### src/rtl/lfsr_prog_pkg.sv
// Shared definitions for the programmable LFSR block.
// Contents: FSM state enum, feedback mode constants and the 8-bit default tap mask.
package lfsr_prog_pkg;

    typedef enum logic [1:0] {
        RUN  = 2'd0,
        LOAD = 2'd1,
        LOCK = 2'd2
    } fsm_e;

    localparam logic FIB = 1'b0;
    localparam logic GAL = 1'b1;

    // Feedback from bits 7, 5 and 3.
    localparam logic [7:0] DEFAULT_TAPS_8 = 8'hA8;

endpackage

### src/rtl/lfsr_prog_if.sv
// Configuration handshake for lfsr_prog: taps, seed and mode travel together.
// Ports (signals):
//   cfg_valid  request to reconfigure (master -> slave)
//   cfg_ready  request can be accepted this cycle (slave -> master)
//   cfg_taps   N-bit tap mask
//   cfg_seed   N-bit new register value
//   cfg_mode   0 = Fibonacci, 1 = Galois
interface lfsr_prog_if #(
    parameter int N = 8
);
    logic         cfg_valid;
    logic         cfg_ready;
    logic [N-1:0] cfg_taps;
    logic [N-1:0] cfg_seed;
    logic         cfg_mode;

    modport master (
        output cfg_valid, cfg_taps, cfg_seed, cfg_mode,
        input  cfg_ready
    );

    modport slave (
        input  cfg_valid, cfg_taps, cfg_seed, cfg_mode,
        output cfg_ready
    );
endinterface

### src/rtl/lfsr_prog_step.sv
// One LFSR step, purely combinational.
// Ports:
//   state       current register contents
//   taps        tap mask (bit i set = state bit i feeds back)
//   mode        FIB or GAL
//   next_state  register value after one step
//   out_bit     bit shifted out by the step (MSB of state)
module lfsr_step
    import lfsr_prog_pkg::*;
#(
    parameter int N = 8
) (
    input  logic [N-1:0] state,
    input  logic [N-1:0] taps,
    input  logic         mode,
    output logic [N-1:0] next_state,
    output logic         out_bit
);

    always_comb begin
        out_bit = state[N-1];
        if (mode == GAL) begin
            // Galois: the bit falling off the top is XORed into every tapped position.
            next_state = {state[N-2:0], 1'b0} ^ (state[N-1] ? taps : '0);
        end else begin
            // Fibonacci: parity of the tapped bits enters at the bottom.
            next_state = {state[N-2:0], ^(state & taps)};
        end
    end

endmodule

### src/rtl/lfsr_prog.sv
// Programmable-width LFSR with runtime taps/seed/mode, serial seed load,
// zero-state lockup detection and period measurement back to the seed.
// Ports:
//   clk, reset   clock, asynchronous active-high reset
//   cfg          configuration handshake (slave side); cfg_ready = !load
//   load         serial seed load enable; s_reg_in is the bit shifted in
//   en           advance one step
//   out_valid    registered: a step happened on the previous edge
//   out_bit      registered: bit shifted out by that step
//   state        current register contents
//   lockup       register is zero and stepping is halted
//   period       step count of the last completed cycle back to the seed (0 = none found)
//   period_done  one-cycle pulse when period updates
module lfsr_prog
    import lfsr_prog_pkg::*;
#(
    parameter int           N            = 8,
    parameter logic [N-1:0] DEFAULT_TAPS = N'(DEFAULT_TAPS_8),
    parameter logic [N-1:0] DEFAULT_SEED = N'(1)
) (
    input  logic         clk,
    input  logic         reset,
    lfsr_prog_if.slave   cfg,
    input  logic         load,
    input  logic         s_reg_in,
    input  logic         en,
    output logic         out_valid,
    output logic         out_bit,
    output logic [N-1:0] state,
    output logic         lockup,
    output logic [N-1:0] period,
    output logic         period_done
);

    fsm_e         fsm_q, fsm_d;
    logic [N-1:0] state_q, state_d;
    logic [N-1:0] taps_q, taps_d;
    logic         mode_q, mode_d;
    logic [N-1:0] seed_ref_q, seed_ref_d;
    logic [N-1:0] cnt_q, cnt_d;
    logic [N-1:0] period_q, period_d;
    logic         period_done_q, period_done_d;
    logic         out_valid_q, out_valid_d;
    logic         out_bit_q, out_bit_d;

    logic [N-1:0] step_next;
    logic         step_bit;
    logic [N-1:0] cnt_inc;
    logic         cfg_acc;

    lfsr_step #(.N(N)) u_step (
        .state      (state_q),
        .taps       (taps_q),
        .mode       (mode_q),
        .next_state (step_next),
        .out_bit    (step_bit)
    );

    // A request arriving during load is dropped, not queued.
    assign cfg.cfg_ready = !load;
    assign cfg_acc       = cfg.cfg_valid && !load;
    assign cnt_inc       = cnt_q + N'(1);

    always_comb begin
        fsm_d         = fsm_q;
        state_d       = state_q;
        taps_d        = taps_q;
        mode_d        = mode_q;
        seed_ref_d    = seed_ref_q;
        cnt_d         = cnt_q;
        period_d      = period_q;
        period_done_d = 1'b0;
        out_valid_d   = 1'b0;
        out_bit_d     = 1'b0;

        if (cfg_acc) begin
            state_d    = cfg.cfg_seed;
            taps_d     = cfg.cfg_taps;
            mode_d     = cfg.cfg_mode;
            seed_ref_d = cfg.cfg_seed;
            cnt_d      = '0;
            fsm_d      = (cfg.cfg_seed != '0) ? RUN : LOCK;
        end else if (load) begin
            state_d    = {state_q[N-2:0], s_reg_in};
            seed_ref_d = {state_q[N-2:0], s_reg_in};
            cnt_d      = '0;
            fsm_d      = LOAD;
        end else begin
            unique case (fsm_q)
                LOAD: begin
                    // The cycle that leaves LOAD does not step.
                    fsm_d = (state_q != '0) ? RUN : LOCK;
                end
                RUN: begin
                    if (state_q == '0) begin
                        fsm_d = LOCK;
                    end else if (en) begin
                        state_d     = step_next;
                        out_valid_d = 1'b1;
                        out_bit_d   = step_bit;
                        if (step_next == seed_ref_q) begin
                            period_d      = cnt_inc;
                            cnt_d         = '0;
                            period_done_d = 1'b1;
                        end else if (cnt_inc == '1) begin
                            // Seed never revisited within 2^N-1 steps: report no period.
                            period_d      = '0;
                            cnt_d         = '0;
                            period_done_d = 1'b1;
                        end else begin
                            cnt_d = cnt_inc;
                        end
                    end
                end
                default: ;
            endcase
        end
    end

    always_ff @(posedge clk or posedge reset) begin
        if (reset) begin
            fsm_q         <= RUN;
            state_q       <= DEFAULT_SEED;
            taps_q        <= DEFAULT_TAPS;
            mode_q        <= FIB;
            seed_ref_q    <= DEFAULT_SEED;
            cnt_q         <= '0;
            period_q      <= '0;
            period_done_q <= 1'b0;
            out_valid_q   <= 1'b0;
            out_bit_q     <= 1'b0;
        end else begin
            fsm_q         <= fsm_d;
            state_q       <= state_d;
            taps_q        <= taps_d;
            mode_q        <= mode_d;
            seed_ref_q    <= seed_ref_d;
            cnt_q         <= cnt_d;
            period_q      <= period_d;
            period_done_q <= period_done_d;
            out_valid_q   <= out_valid_d;
            out_bit_q     <= out_bit_d;
        end
    end

    assign state       = state_q;
    assign lockup      = (fsm_q == LOCK);
    assign period      = period_q;
    assign period_done = period_done_q;
    assign out_valid   = out_valid_q;
    assign out_bit     = out_bit_q;

endmodule

### src/flat_wrapper.sv
// flat-port wrapper written by rule: the top's interface ports become plain ports
module lfsr_prog_flat import lfsr_prog_pkg::*;
#(
    parameter int           N            = 8,
    parameter logic [N-1:0] DEFAULT_TAPS = N'(DEFAULT_TAPS_8),
    parameter logic [N-1:0] DEFAULT_SEED = N'(1)
)
  (clk, reset, load, s_reg_in, en, out_valid, out_bit, state, lockup, period, period_done, cfg_cfg_valid, cfg_cfg_taps, cfg_cfg_seed, cfg_cfg_mode, cfg_cfg_ready);
  lfsr_prog_if #(.N(N)) cfg_i ();
  input  logic clk;
  input  logic reset;
  input  logic load;
  input  logic s_reg_in;
  input  logic en;
  output logic out_valid;
  output logic out_bit;
  output logic [N-1:0] state;
  output logic lockup;
  output logic [N-1:0] period;
  output logic period_done;
  input wire logic [$bits(cfg_i.cfg_valid)-1:0] cfg_cfg_valid;
  input wire logic [$bits(cfg_i.cfg_taps)-1:0] cfg_cfg_taps;
  input wire logic [$bits(cfg_i.cfg_seed)-1:0] cfg_cfg_seed;
  input wire logic [$bits(cfg_i.cfg_mode)-1:0] cfg_cfg_mode;
  output wire logic [$bits(cfg_i.cfg_ready)-1:0] cfg_cfg_ready;
  assign cfg_i.cfg_valid = cfg_cfg_valid;
  assign cfg_i.cfg_taps = cfg_cfg_taps;
  assign cfg_i.cfg_seed = cfg_cfg_seed;
  assign cfg_i.cfg_mode = cfg_cfg_mode;
  assign cfg_cfg_ready = cfg_i.cfg_ready;
  lfsr_prog #(.N(N), .DEFAULT_TAPS(DEFAULT_TAPS), .DEFAULT_SEED(DEFAULT_SEED)) u_core (.clk(clk), .reset(reset), .cfg(cfg_i), .load(load), .s_reg_in(s_reg_in), .en(en), .out_valid(out_valid), .out_bit(out_bit), .state(state), .lockup(lockup), .period(period), .period_done(period_done));
endmodule
### config.mk
export PLATFORM = sky130hd
export DESIGN_NAME = lfsr_prog_flat
export DESIGN_NICKNAME = d
export VERILOG_FILES = /design/src/rtl/lfsr_prog_pkg.sv /design/src/rtl/lfsr_prog_if.sv /design/src/rtl/lfsr_prog_step.sv /design/src/rtl/lfsr_prog.sv /design/src/flat_wrapper.sv
export SDC_FILE = /design/constraint.sdc
export NUM_CORES = 1
export LEC_CHECK = 0
export BUFFER_PORTS_ARGS = -buffer_cell sky130_fd_sc_hd__buf_4
export CAP_MARGIN = 10
export CORE_ASPECT_RATIO = 1.25
export CORE_UTILIZATION = 40
export DETAILED_ROUTE_END_ITERATION = 6
export SLEW_MARGIN = 20
export SYNTH_ARGS = -nofsm -noshare
export SYNTH_HDL_FRONTEND = slang
export SYNTH_HIERARCHICAL = 1
export SYNTH_SLANG_ARGS = --single-unit
### constraint.sdc
create_clock -name clk -period 4.1 [get_ports clk]
set_clock_uncertainty 0.1 [all_clocks]
set_input_delay 0.615 -clock clk [delete_from_list [all_inputs] [get_ports clk]]
set_output_delay 0.615 -clock clk [all_outputs]
set_load 0.02 [all_outputs]
# Word level (Yosys, flattened, before mapping)

Cells that the tools add are included.

$add $sub $neg: 1
Eq/ne operators: 6
Muxes and demuxes: 41
Bitwise logic cells: 5
Reductions and logical operators: 15

Operators by type and width:

| cell                                                                     | count |
|---|---|
| 8-bit two-way mux                                                        | 18 |
| 1-bit two-way mux                                                        | 17 |
| 8-bit nonzero test                                                       | 2 |
| 2-bit two-way mux                                                        | 5 |
| 8-bit by 1-bit adder with 8-bit output (second input constant)           | 1 |
| 8-bit AND                                                                | 1 |
| 8-bit equality test                                                      | 1 |
| 8-bit equality test (second input constant)                              | 1 |
| 8-bit logical NOT                                                        | 1 |
| 8-bit parity                                                             | 1 |
| 8-bit bitwise XOR                                                        | 1 |
| 6-bit AND reduction                                                      | 1 |
| 3-bit nonzero test                                                       | 2 |
| 4-bit by 2-bit inequality test with 1-bit output (second input constant) | 1 |
| 2-bit one-hot mux with 2 select lines                                    | 1 |
| 2-bit nonzero test                                                       | 2 |
| 4-bit nonzero test                                                       | 1 |
| 3-bit by 2-bit inequality test with 1-bit output (second input constant) | 1 |
| 1-bit inverter                                                           | 3 |
| 3-bit AND reduction                                                      | 1 |
| 2-bit by 1-bit equality test with 1-bit output (second input constant)   | 1 |
| 2-bit equality test (second input constant)                              | 1 |
| 2-bit logical NOT                                                        | 1 |
| 2-bit AND reduction                                                      | 1 |
| 2 further kinds                                                          | 2 |

Register bits after elaboration: 46
Output and inout port bits: 21

# Logic depth before layout (Yosys ltp)

Depth in word-level cells: 10
Mapped depth: 11

# By module

The synthesis kept the hierarchy.

By module, submodules not included:

| module    | instances | cells each | area an instance (µm²) | seq. area each (µm²) |
|---|---|---|---|---|
| lfsr_prog | 1         | 223        | 2,290.9                | 1,157.4 |
| lfsr_step | 1         | 34         | 205.2                  | 0.0 |

# Worst setup path before layout

Ideal clock, no wire load.

Path kind: reg-to-reg
From: reg u_core.state_q[0] (netlist: u_core/state[0])
To: reg u_core.cnt_q[2]
Setup time: 0.126 ns
Arrival time: 2.230 ns
Data required time: 3.874 ns
Slack: 1.644 ns
Cell stages (with the launch flop): 11
Buffers on the path: 0
Period minus slack after synthesis: 2.456 ns
Cells stage by stage: dfstp_2 -> nand2_1 -> xnor2_1 -> xnor2_1 -> xnor2_1 -> o21ai_1 -> xnor2_1 -> nand4_1 -> o21ai_2 -> nor2_4 -> a221o_1

Cells in the longest elaborated chain, start to end: 10
Elaborated cells on any way between the ends: 14

RTL lines:

| what                     | RTL line             | text |
|---|---|---|
| start: declaration       | lfsr_prog.sv:36      | `logic [N-1:0] state_q, state_d;` |
| start signal: assignment | lfsr_prog.sv:134     | `state_q <= state_d;` |
| 8-bit AND                | lfsr_prog_step.sv:27 | `next_state = {state[N-2:0], ^(state & taps)};` |
| 8-bit parity             | lfsr_prog_step.sv:27 |  |
| 8-bit two-way mux        | lfsr_prog_step.sv:22 | `if (mode == GAL) begin` |
| net u_core.step_next[0]  | lfsr_prog.sv:46      | `logic [N-1:0] step_next;` |
| 8-bit equality test      | lfsr_prog.sv:101     | `if (step_next == seed_ref_q) begin` |
| 8-bit two-way mux        | lfsr_prog.sv:101     |  |
| 8-bit two-way mux        | lfsr_prog.sv:97      | `end else if (en) begin` |
| 8-bit two-way mux        | lfsr_prog.sv:95      | `if (state_q == '0) begin` |
| 8-bit two-way mux        | lfsr_prog.sv:89      | `unique case (fsm_q)` |
| 8-bit two-way mux        | lfsr_prog.sv:83      | `end else if (load) begin` |
| 8-bit two-way mux        | lfsr_prog.sv:76      | `if (cfg_acc) begin` |
| end signal: assignment   | lfsr_prog.sv:138     | `cnt_q <= cnt_d;` |
| end: declaration         | lfsr_prog.sv:40      | `logic [N-1:0] cnt_q, cnt_d;` |

The timed path passes the listed nets, and every way through them passes these cells. The select of a mux whose other input is x is not followed.
A chain may end at the register's enable or synchronous reset.

# Worst setup path after layout

From: reg u_core.state_q[0] (netlist: u_core/state[0])
To: reg u_core.period_q[0] (netlist: u_core/period[0])

Cells in the longest elaborated chain, start to end: 6
Elaborated cells on any way between the ends: 10

RTL lines:

| what                          | RTL line             | text |
|---|---|---|
| 8-bit AND (*)                 | lfsr_prog_step.sv:27 |  |
| 8-bit parity (*)              | lfsr_prog_step.sv:27 |  |
| 8-bit two-way mux (*)         | lfsr_prog_step.sv:22 |  |
| net u_core.step_next[0]       | lfsr_prog.sv:46      |  |
| 8-bit equality test (*)       | lfsr_prog.sv:101     |  |
| 2-bit nonzero test (no line)  | --                   |  |
| 6-bit AND reduction (no line) | --                   |  |
| end signal: assignment        | lfsr_prog.sv:139     | `period_q <= period_d;` |
| end: declaration              | lfsr_prog.sv:41      | `logic [N-1:0] period_q, period_d;` |

The timed path passes the listed nets; every way through them passes the cells marked *.

==> out/qor.csv <==
stage,metric,value,unit
sta,rsz0062_at_grt,false,
global_routing,grt_max_degree,47,
setup_path,crit_arrival,2750,ps
global_routing,grt_pass1_wl,9740,µm
clocking,cts-root-buf,clkbuf_8,
final_layout,multi_input_area,1200,µm²
power_and_ir_drop,powerDensity,396,nW/µm²
yosys,yosysUniqueCellTypes,47,
die,dieWidth,72.7,µm
clocking,hold_buffers,0,
clocking,cts_buffer_depth,2,
setup_path,startpoint_type,flop,
power_and_ir_drop,p_leak,1.29,nW
yosys,ys_async_sr_fraction,100,%
yosys,synthesis.nets,282,
clocking,clk_pin_slew_worst_paths,80,ps
global_routing,grtUsageTotal,19.5,%
drt,postRouteAntennaNets,0,
yosys,synthesis.area,2500,µm²
clocking,cts_tree,yes,
final_layout,area_delta_synth_final,18.7,%
global_routing,antenna_found_initial,0,
clocking,cts_buffers,5,
yosys,syn_avg_cell_area,9.71,µm²
final_layout,drive_above_1_share,26.4,%
run,maxCapViolations,0,
final_layout,nNetsFinal,323,
sta,tns,0,ps
final_layout,fillers,599,
setup_path,rrSetupSlack,1410,ps
setup_path,worstPathRequired,4170,ps
final_layout,antenna_cells,0,
placement,gp_congestion,0.785,
outcome,status,completed,
yosys,yosysWarnings,6,
sta,period_minus_slack,2690,ps
placement,place_area,2870,µm²
placement,hpwl,4250,µm
drt,via_per_inst,5.16,
sta,setup_viol,0,
die,rows,31,
yosys,synthCells,257,
clocking,cts_setup_buffers,0,
yosys,synth_edf_count,0,
setup_path,ff2ff_path_depth,10,
sta,finalCritPeriodShare,65.5,%
clocking,cts_htree_levels,2,
drt,drt-initial-drc-count,114,
sta,worstMarginPinSlew,942,ps
placement,port_buffers,43,
yosys,synth_flop_cell,dfrtp_1,
die,dieHeight,90.3,µm
global_routing,gr-total-overflow,0,
sta,max_freq,0.372,GHz
die,coreArea,5900,µm²
min_path,hold_path.class,flop to flop,
drt,drc,0,
drt,via_count,1967,
clocking,clock-sinks,46,
die,start_util,42.3,%
min_path,holdPathStages,2,
clocking,clkLatencyLatePin,300,ps
final_layout,seq_area,1160,µm²
die,ios,44,
setup_path,critPathCaptureType,flop,
global_routing,grt_pass1_vias,1944,
yosys,ys_seq_area_share,46.4,%
drt,dr.pass1.iters,4,
setup_path,cp_max_fo,9,
setup_path,crit_type,flop to flop,
sta,hold_viol_final,0,
sta,slew_violations,0,
power_and_ir_drop,ir_worst_vdd,172,µV
clocking,cts_resized,0,
sta,relSlewSlack,37.1,%
drt,wirelength,5860,µm
final_layout,design_area,2960,µm²
die,die_area,6560,µm²
drt,wire_per_inst,15.4,µm
yosys,synth-seq-cells,46,
[flip-flops by register name, indices dropped and copies added (netlist names)]
name,count
u_core/state,8
u_core/taps_q,8
u_core/fsm_q,2
u_core/period_done,1
u_core/period,8
u_core/cnt_q,8
u_core/seed_ref_q,8
u_core/out_valid,1
u_core/out_bit,1
u_core/mode_q,1
[worst max-delay path, stage by stage, from the launching register on]
cell     delay, ps
dfstp_2        620
nand2_1        100
xnor2_1        200
xnor2_1        180
xnor2_1        110
o21ai_1        190
xnor2_1        140
nand4_1        170
nor2_1         210
o21a_1         400
o22ai_1        140
[layout make-up]
class / count / area share, %
Sequential cell: 46 / 39.0
Inverter: 22 / 2.83
Clock inverter: 1 / 0.169
Tap cell: 82 / 3.46
Multi-Input combinational cell: 179 / 40.4
Clock buffer: 7 / 2.91
Timing Repair Buffer: 44 / 11.1
[per-layer routing]
layer  wire (µm)  up-vias  track usage [%]
met5           0        -                0
met4         146        0             7.68
met3         279       13             4.02
met2        2900       65             32.0
met1        2540      927             24.9
li1            -      962                -
[Yosys cell counts, types with 2 or more instances]
cell type | count | area (µm²)
nor4_1 | 3 | 18.8
and3_1 | 3 | 18.8
o22ai_1 | 6 | 37.5
a22o_1 | 2 | 17.5
nand4_1 | 2 | 12.5
xor2_1 | 4 | 35.0
a21oi_1 | 9 | 45.0
nor2_1 | 6 | 22.5
nand2_1 | 41 | 154
nor4_2 | 2 | 25.0
inv_1 | 20 | 75.1
o21ai_1 | 7 | 35.0
o21ai_0 | 20 | 100
nor2b_1 | 2 | 12.5
xnor2_1 | 23 | 201
clkbuf_1 | 3 | 11.3
o31ai_1 | 4 | 30.0
nand3_1 | 3 | 15.0
buf_2 | 3 | 15.0
buf_4 | 2 | 15.0
ha_1 | 2 | 25.0
o21ai_2 | 2 | 17.5
a2bb2oi_1 | 8 | 70.1
a221o_1 | 2 | 20.0
mux2_2 | 10 | 113
dfstp_2 | 5 | 131
and2_1 | 3 | 18.8
dfrtp_1 | 41 | 1030
[power by group]
group / total, mW / switching (mW) / internal, mW
Sequential: 0.563 / 0.0580 / 0.505
Clock: 0.288 / 0.152 / 0.136
Combinational: 0.322 / 0.169 / 0.153
Total: 1.17 / 0.379 / 0.794
[metrics by stage]
stage | util [%] | cells | hold WS [ps] | power [mW] | setup WS (ps)
after floorplan | - | 257 | 363 | 0.787 | 1640
after global placement | 48.7 | 373 | 377 | 0.893 | 1480
after detailed placement | 48.7 | 373 | 385 | 0.896 | 1430
after CTS | 50.3 | 381 | 397 | 1.19 | 1380
after global routing | 50.3 | 381 | 429 | 1.24 | 1190
final | 50.3 | 381 | 396 | 1.17 | 1410
[worst paths after layout]
path | from | endpoint
max | u_core/state[0] | u_core/period[0]
min | u_core/seed_ref_q[0] | u_core/seed_ref_q[0]
max reg2reg | u_core/state[0] | u_core/period[0]
min reg2reg | u_core/seed_ref_q[0] | u_core/seed_ref_q[0]
max in group asynchronous | reset | u_core/seed_ref_q[3]
min in group asynchronous | reset | u_core/state[7]
[kinds of logic (layout without fill, tap and decap cells)]
logic type      after synthesis  in the layout  synth area share (%)
buf+inv                      32             74                  5.61
compound gates               67             67                  18.2
simple gates                 73             73                  14.8
flops                        46             46                  46.4
fa+ha+maj                     2              2                  1.00
mux                          10             10                  4.51
xor+xnor                     27             27                  9.47
[cells in the final DEF, fill, tap and decap left out, drive strengths merged, types with 4 or more instances in the layout]
cell type   n
buf        44
nand2      41
dfrtp      41
o21ai      29
xnor2      23
inv        20
mux2       10
a21oi       9
a2bb2oi     8
nor2        8
clkbuf      7
o22ai       6
dfstp       5
nor4        5
xor2        4
o31ai       4
nand3       4
Power figures use the tool's default switching activity.
